File: src/rtl/schedule_hazard.sv
// schedule_hazard: per-register pending-write scoreboard for x1..x31.
// It raises a combinational stall when the candidate instruction reads a
// register with an outstanding write, or when issuing it would overflow the
// destination register's pending-write counter.
module schedule_hazard #(
    parameter int unsigned CNT_W = 2
) (
    input  logic       CLK,
    input  logic       RST,
    input  logic       FLUSH,
    input  logic       MEM_WAIT,
    input  logic [6:0] DECODE_2ND_OPCODE,
    input  logic [4:0] DECODE_2ND_RS1,
    input  logic [4:0] DECODE_2ND_RS2,
    input  logic [4:0] DECODE_2ND_RD,
    input  logic       WB_REG_W_EN,
    input  logic [4:0] WB_REG_W_RD,
    output logic       STALL,
    output logic       SCHEDULE_HAZARD_BUSY
);

    localparam int unsigned NUM_REGS = 32;
    localparam logic [CNT_W-1:0] CNT_SAT = {CNT_W{1'b1}};
    localparam logic [CNT_W-1:0] CNT_ONE = CNT_W'(1);

    localparam logic [6:0] OP_LUI    = 7'b0110111;
    localparam logic [6:0] OP_AUIPC  = 7'b0010111;
    localparam logic [6:0] OP_JAL    = 7'b1101111;
    localparam logic [6:0] OP_JALR   = 7'b1100111;
    localparam logic [6:0] OP_BRANCH = 7'b1100011;
    localparam logic [6:0] OP_LOAD   = 7'b0000011;
    localparam logic [6:0] OP_STORE  = 7'b0100011;
    localparam logic [6:0] OP_OPIMM  = 7'b0010011;
    localparam logic [6:0] OP_OP     = 7'b0110011;
    localparam logic [6:0] OP_SYSTEM = 7'b1110011;

    // Entry 0 exists only so register indices map directly; it stays zero.
    logic [CNT_W-1:0] r_cnt     [NUM_REGS];
    logic [CNT_W-1:0] w_cnt_nxt [NUM_REGS];
    logic             r_busy;

    logic w_reads_rs1;
    logic w_reads_rs2;
    logic w_writes_rd;
    logic w_h1;
    logic w_h2;
    logic w_hsat;
    logic w_stall;
    logic w_iss;
    logic w_ret;
    logic w_busy_nxt;

    // Opcode class decode: which operand fields the candidate actually uses.
    always_comb begin
        w_reads_rs1 = 1'b0;
        w_reads_rs2 = 1'b0;
        w_writes_rd = 1'b0;
        case (DECODE_2ND_OPCODE)
            OP_LUI, OP_AUIPC, OP_JAL: begin
                w_writes_rd = 1'b1;
            end
            OP_JALR, OP_LOAD, OP_OPIMM, OP_SYSTEM: begin
                w_writes_rd = 1'b1;
                w_reads_rs1 = 1'b1;
            end
            OP_BRANCH, OP_STORE: begin
                w_reads_rs1 = 1'b1;
                w_reads_rs2 = 1'b1;
            end
            OP_OP: begin
                w_writes_rd = 1'b1;
                w_reads_rs1 = 1'b1;
                w_reads_rs2 = 1'b1;
            end
            default: begin
                w_writes_rd = 1'b0;
            end
        endcase
    end

    // Hazard detection against registered state only (no writeback bypass).
    always_comb begin
        w_h1    = w_reads_rs1 && (DECODE_2ND_RS1 != 5'd0) && (r_cnt[DECODE_2ND_RS1] != '0);
        w_h2    = w_reads_rs2 && (DECODE_2ND_RS2 != 5'd0) && (r_cnt[DECODE_2ND_RS2] != '0);
        w_hsat  = w_writes_rd && (DECODE_2ND_RD != 5'd0) && (r_cnt[DECODE_2ND_RD] == CNT_SAT);
        w_stall = !RST && !FLUSH && (w_h1 || w_h2 || w_hsat);
        w_iss   = w_writes_rd && (DECODE_2ND_RD != 5'd0) && !w_stall && !MEM_WAIT && !FLUSH && !RST;
        w_ret   = WB_REG_W_EN && (WB_REG_W_RD != 5'd0) && !FLUSH && !RST;
    end

    // Per-register next count: issue increments, retire decrements, both cancel.
    always_comb begin
        w_busy_nxt = 1'b0;
        for (int i = 0; i < NUM_REGS; i++) begin
            w_cnt_nxt[i] = r_cnt[i];
            if (i == 0) begin
                w_cnt_nxt[i] = '0;
            end else begin
                if (w_iss && (DECODE_2ND_RD == 5'(i)) &&
                    !(w_ret && (WB_REG_W_RD == 5'(i)))) begin
                    w_cnt_nxt[i] = r_cnt[i] + CNT_ONE;
                end else if (w_ret && (WB_REG_W_RD == 5'(i)) &&
                             !(w_iss && (DECODE_2ND_RD == 5'(i))) &&
                             (r_cnt[i] != '0)) begin
                    w_cnt_nxt[i] = r_cnt[i] - CNT_ONE;
                end
            end
            w_busy_nxt = w_busy_nxt | (w_cnt_nxt[i] != '0);
        end
    end

    // Counter and busy registers; reset and flush both wipe the board.
    always_ff @(posedge CLK) begin
        if (RST || FLUSH) begin
            for (int i = 0; i < NUM_REGS; i++) begin
                r_cnt[i] <= '0;
            end
            r_busy <= 1'b0;
        end else begin
            for (int i = 0; i < NUM_REGS; i++) begin
                r_cnt[i] <= w_cnt_nxt[i];
            end
            r_busy <= w_busy_nxt;
        end
    end

    assign STALL                = w_stall;
    assign SCHEDULE_HAZARD_BUSY = r_busy;

endmodule

File: config.mk
export PLATFORM = sky130hd
export DESIGN_NAME = schedule_hazard
export DESIGN_NICKNAME = d
export VERILOG_FILES = /design/src/rtl/schedule_hazard.sv
export SDC_FILE = /design/constraint.sdc
export NUM_CORES = 1
export LEC_CHECK = 0
export BUFFER_PORTS_ARGS = -buffer_cell sky130_fd_sc_hd__clkbuf_2
export CORE_ASPECT_RATIO = 1.25
export CORE_UTILIZATION = 35
export CTS_CLUSTER_SIZE = 25
export DETAILED_ROUTE_END_ITERATION = 6
export HOLD_SLACK_MARGIN = 0.06
export PLACE_DENSITY = 0.53
export SYNTH_ARGS = -nofsm -noshare
export SYNTH_HDL_FRONTEND = slang
export SYNTH_SLANG_ARGS = --single-unit
File: constraint.sdc
create_clock -name CLK -period 6.6 [get_ports CLK]
set_input_delay 0.99 -clock CLK [delete_from_list [all_inputs] [get_ports CLK]]
set_output_delay 0.99 -clock CLK [all_outputs]
set_load 0.02 [all_outputs]
==> flow_summary.toml <==
[status]
outcome = "completed"

[route]
drt_iter0_drc = 801
firstDrtPassIters = 6
highest_layer = "met4"
vias = 7182
wl_met3_um = 1900
route.detailed.drc = 0
ant_nets = 0
drt-wirelength-per-cell_um = 23.4
wl_um = 26700
avgViaCountPerCell = 6.28
wl_met1_um = 10800
wl_met2_um = 12300

[die]
die_h_um = 154
rows = 55
dieArea_um2 = 19000
start_util_pct = 35.8
die_w_um = 124
ios = 34
core-area_um2 = 18100

[global_routing]
first_global_vias = 6700
grt.total_usage_pct = 28.9
grt_pass1_wl_um = 40400
grt_max_degree = 53
antenna_found_initial = 0
grt_overflow = 0

[clocking]
htreeDepth = 3
numCtsBuffers = 9
clock_latency_ns = 0.35
clock_sinks = 63
cts_tree = "done"
clkTransAtPathRegs_ns = 0.06
cts_repair_resize_count = 0
cts_hold_buf = 0
ctsRootBufferMaster = "clkbuf_16"
cts_buffer_depth = 2
cts_setup_buffers = 0

[sta]
hold_viol = 0
worst_pin_slew_ns = 1.06
finalSetupViolCount = 0
fin_crit_sh_pct = 83.3
fin_worst_skew_ns = 0.00926
period_needed_ns = 5.50
fin_setup_tns_ns = 0
slew_headroom_pct = 28.5
rsz0062_at_grt = "no"
slew_violations = 0
max_freq_mhz = 182

[finish]
n_antenna_cell = 0
final_nets = 977
regArea_um2 = 1260
layout-drive-gt1-share_pct = 9.50
multi_input_area_um2 = 4740
fillCellCount = 1956
area_growth_pct = 8.79
fin_cells = 1144

[setup_path]
r2r_end = "SCHEDULE_HAZARD_BUSY"
r2r_start = "r_cnt[30][0]"
crit_arrival_ns = 5.70
rrSetupSlack_ns = 1.92
r2r_cells = 13
crit_required_ns = 6.81
crit_type = "in -> reg"
crit_start = "DECODE_2ND_RD[0]"
end_kind = "flop"
startpoint_type = "primary input"
worstPathMaxFanout = 31
crit_end = "SCHEDULE_HAZARD_BUSY"

[synthesis]
synthCells = 903
synth.avg_cell_area_um2 = 7.17
yosysUniqueCellTypes = 78
synth_edf_count = 0
synth-seq-cells = 63
synth_nets = 966
synth_ff_type = "dfxtp_1"
ys_warn_count = 0
ys_async_sr_fraction_pct = 0
synthesis.area_um2 = 6470
yosysSeqAreaShare_pct = 19.5

[place]
portBuffers = 33
dp_hpwl_um = 21100
gp_congestion = 1.00
place_inst = 1131

[pwr]
power_leakage_nw = 2.28
power_density_nw_per_um2 = 133
worst_ir_drop_vdd_mv = 0.121

[min_path]
hold_path_class = "reg -> reg"

[job]
maxCapViolations = 0
## through the flow
stage | worst slack, ns | utilization (%) | total power [mW] | hold slack [ns] | instance area (um2)
floorplan | 2.59 | - | 0.460 | 0.511 | 6470
global placement | 0.972 | 37.5 | 0.504 | 0.551 | 6790
detailed placement | 0.944 | 37.5 | 0.504 | 0.562 | 6790
CTS | 1.29 | 38.9 | 0.944 | 0.570 | 7040
global route | 1.02 | 38.9 | 0.965 | 0.598 | 7040
finish | 1.10 | 38.9 | 0.940 | 0.576 | 7040
## synthesized netlist by cell type, types with 5 or more instances
master	count	area (um2)
a211o_1	8	70.1
a211oi_1	14	105
a21oi_1	33	165
a221oi_1	6	52.6
a311o_1	5	50.1
a311oi_1	13	114
a31oi_1	16	100
and2_1	16	100
and3_1	10	62.6
and4_1	6	52.6
buf_2	16	80.1
clkbuf_1	19	71.3
dfxtp_1	63	1260
ha_1	31	388
inv_1	73	274
mux2_2	5	56.3
mux2i_1	21	210
mux4_2	8	180
nand2_1	73	274
nand2b_1	8	50.1
nand3_1	38	190
nand4_1	21	131
nor2_1	138	518
nor2b_1	12	75.1
nor3_1	45	225
nor3b_1	5	37.5
nor4_1	12	75.1
o211ai_1	6	45.0
o21ai_0	29	145
o311ai_0	10	87.6
o31a_1	5	43.8
o31ai_1	10	75.1
or3_1	6	37.5
xnor2_1	27	236
## report_power, final
part,switching (mW),internal [mW]
clock network,0.184,0.257
registers,0.0000573,0.381
logic,0.0874,0.0314
## layout make-up
class | count | share of cell area (%)
Sequential cell | 63 | 17.9
Inverter | 75 | 4.00
Clock buffer | 11 | 3.45
Multi-Input combinational cell | 724 | 67.3
Clock inverter | 2 | 0.142
Timing Repair Buffer | 41 | 3.20
Tap cell | 228 | 4.05
## worst max-delay path, stage by stage
cell,delay [ns]
clkbuf_2,0.56
nor2_1,0.16
a311oi_1,0.67
and4_1,0.37
and2_1,0.30
nand4_2,0.54
or4b_1,0.66
a21oi_1,0.35
o2111ai_1,0.27
nor4_1,0.45
and4_1,0.26
a31oi_1,0.07
## how the worst min path moves through the flow
| stage | cells past startpoint | start | slack (ns) | end |
|---|---|---|---|---|
| 2_1_floorplan | 2 | r_cnt[22][1] | 0.51 | r_cnt[22][1] |
| 4_1_cts | 2 | r_cnt[22][1] | 0.57 | r_cnt[22][1] |
| 5_1_grt | 2 | r_cnt[22][1] | 0.60 | r_cnt[22][1] |
| 3_5_place_dp | 2 | r_cnt[22][1] | 0.56 | r_cnt[22][1] |
| 3_3_place_gp | 2 | r_cnt[22][1] | 0.55 | r_cnt[22][1] |
| 6_report | 2 | r_cnt[22][1] | 0.58 | r_cnt[22][1] |
## layer usage
| metal | vias to the layer above | global-route usage (%) |
|---|---|---|
| met2 | 320 | 46.1 |
| met5 | - | 0 |
| met4 | 0 | 17.0 |
| met1 | 3408 | 35.9 |
| met3 | 92 | 4.60 |
| li1 | 3362 | - |
## logic make-up (layout without fill, tap and decap cells)
family          count (synthesis)  in the layout  synth area share, %
mux                            35             35                 7.07
xor+xnor                       27             27                 3.65
simple gates                  422            422                 32.9
compound gates                209            209                 23.5
buf+inv                       116            129                 7.44
flops                          63             63                 19.5
fa+ha+maj                      31             31                 5.99
## cells in the final DEF, fill, tap and decap left out, drive strengths merged, types with 21 or more instances in the layout
cell	netlist	final
mux2i	21	21
xnor2	27	27
nand4	22	22
nor2	138	138
o21ai	30	30
nor3	48	48
inv	75	75
ha	31	31
nand3	38	38
dfxtp	63	63
clkbuf	19	44
a21oi	33	33
nand2	73	73
## flip-flops by register name (all words and copies together), names as in the netlist
name,flops
r_cnt,62
SCHEDULE_HAZARD_BUSY,1
Power figures use the tool's default switching activity.
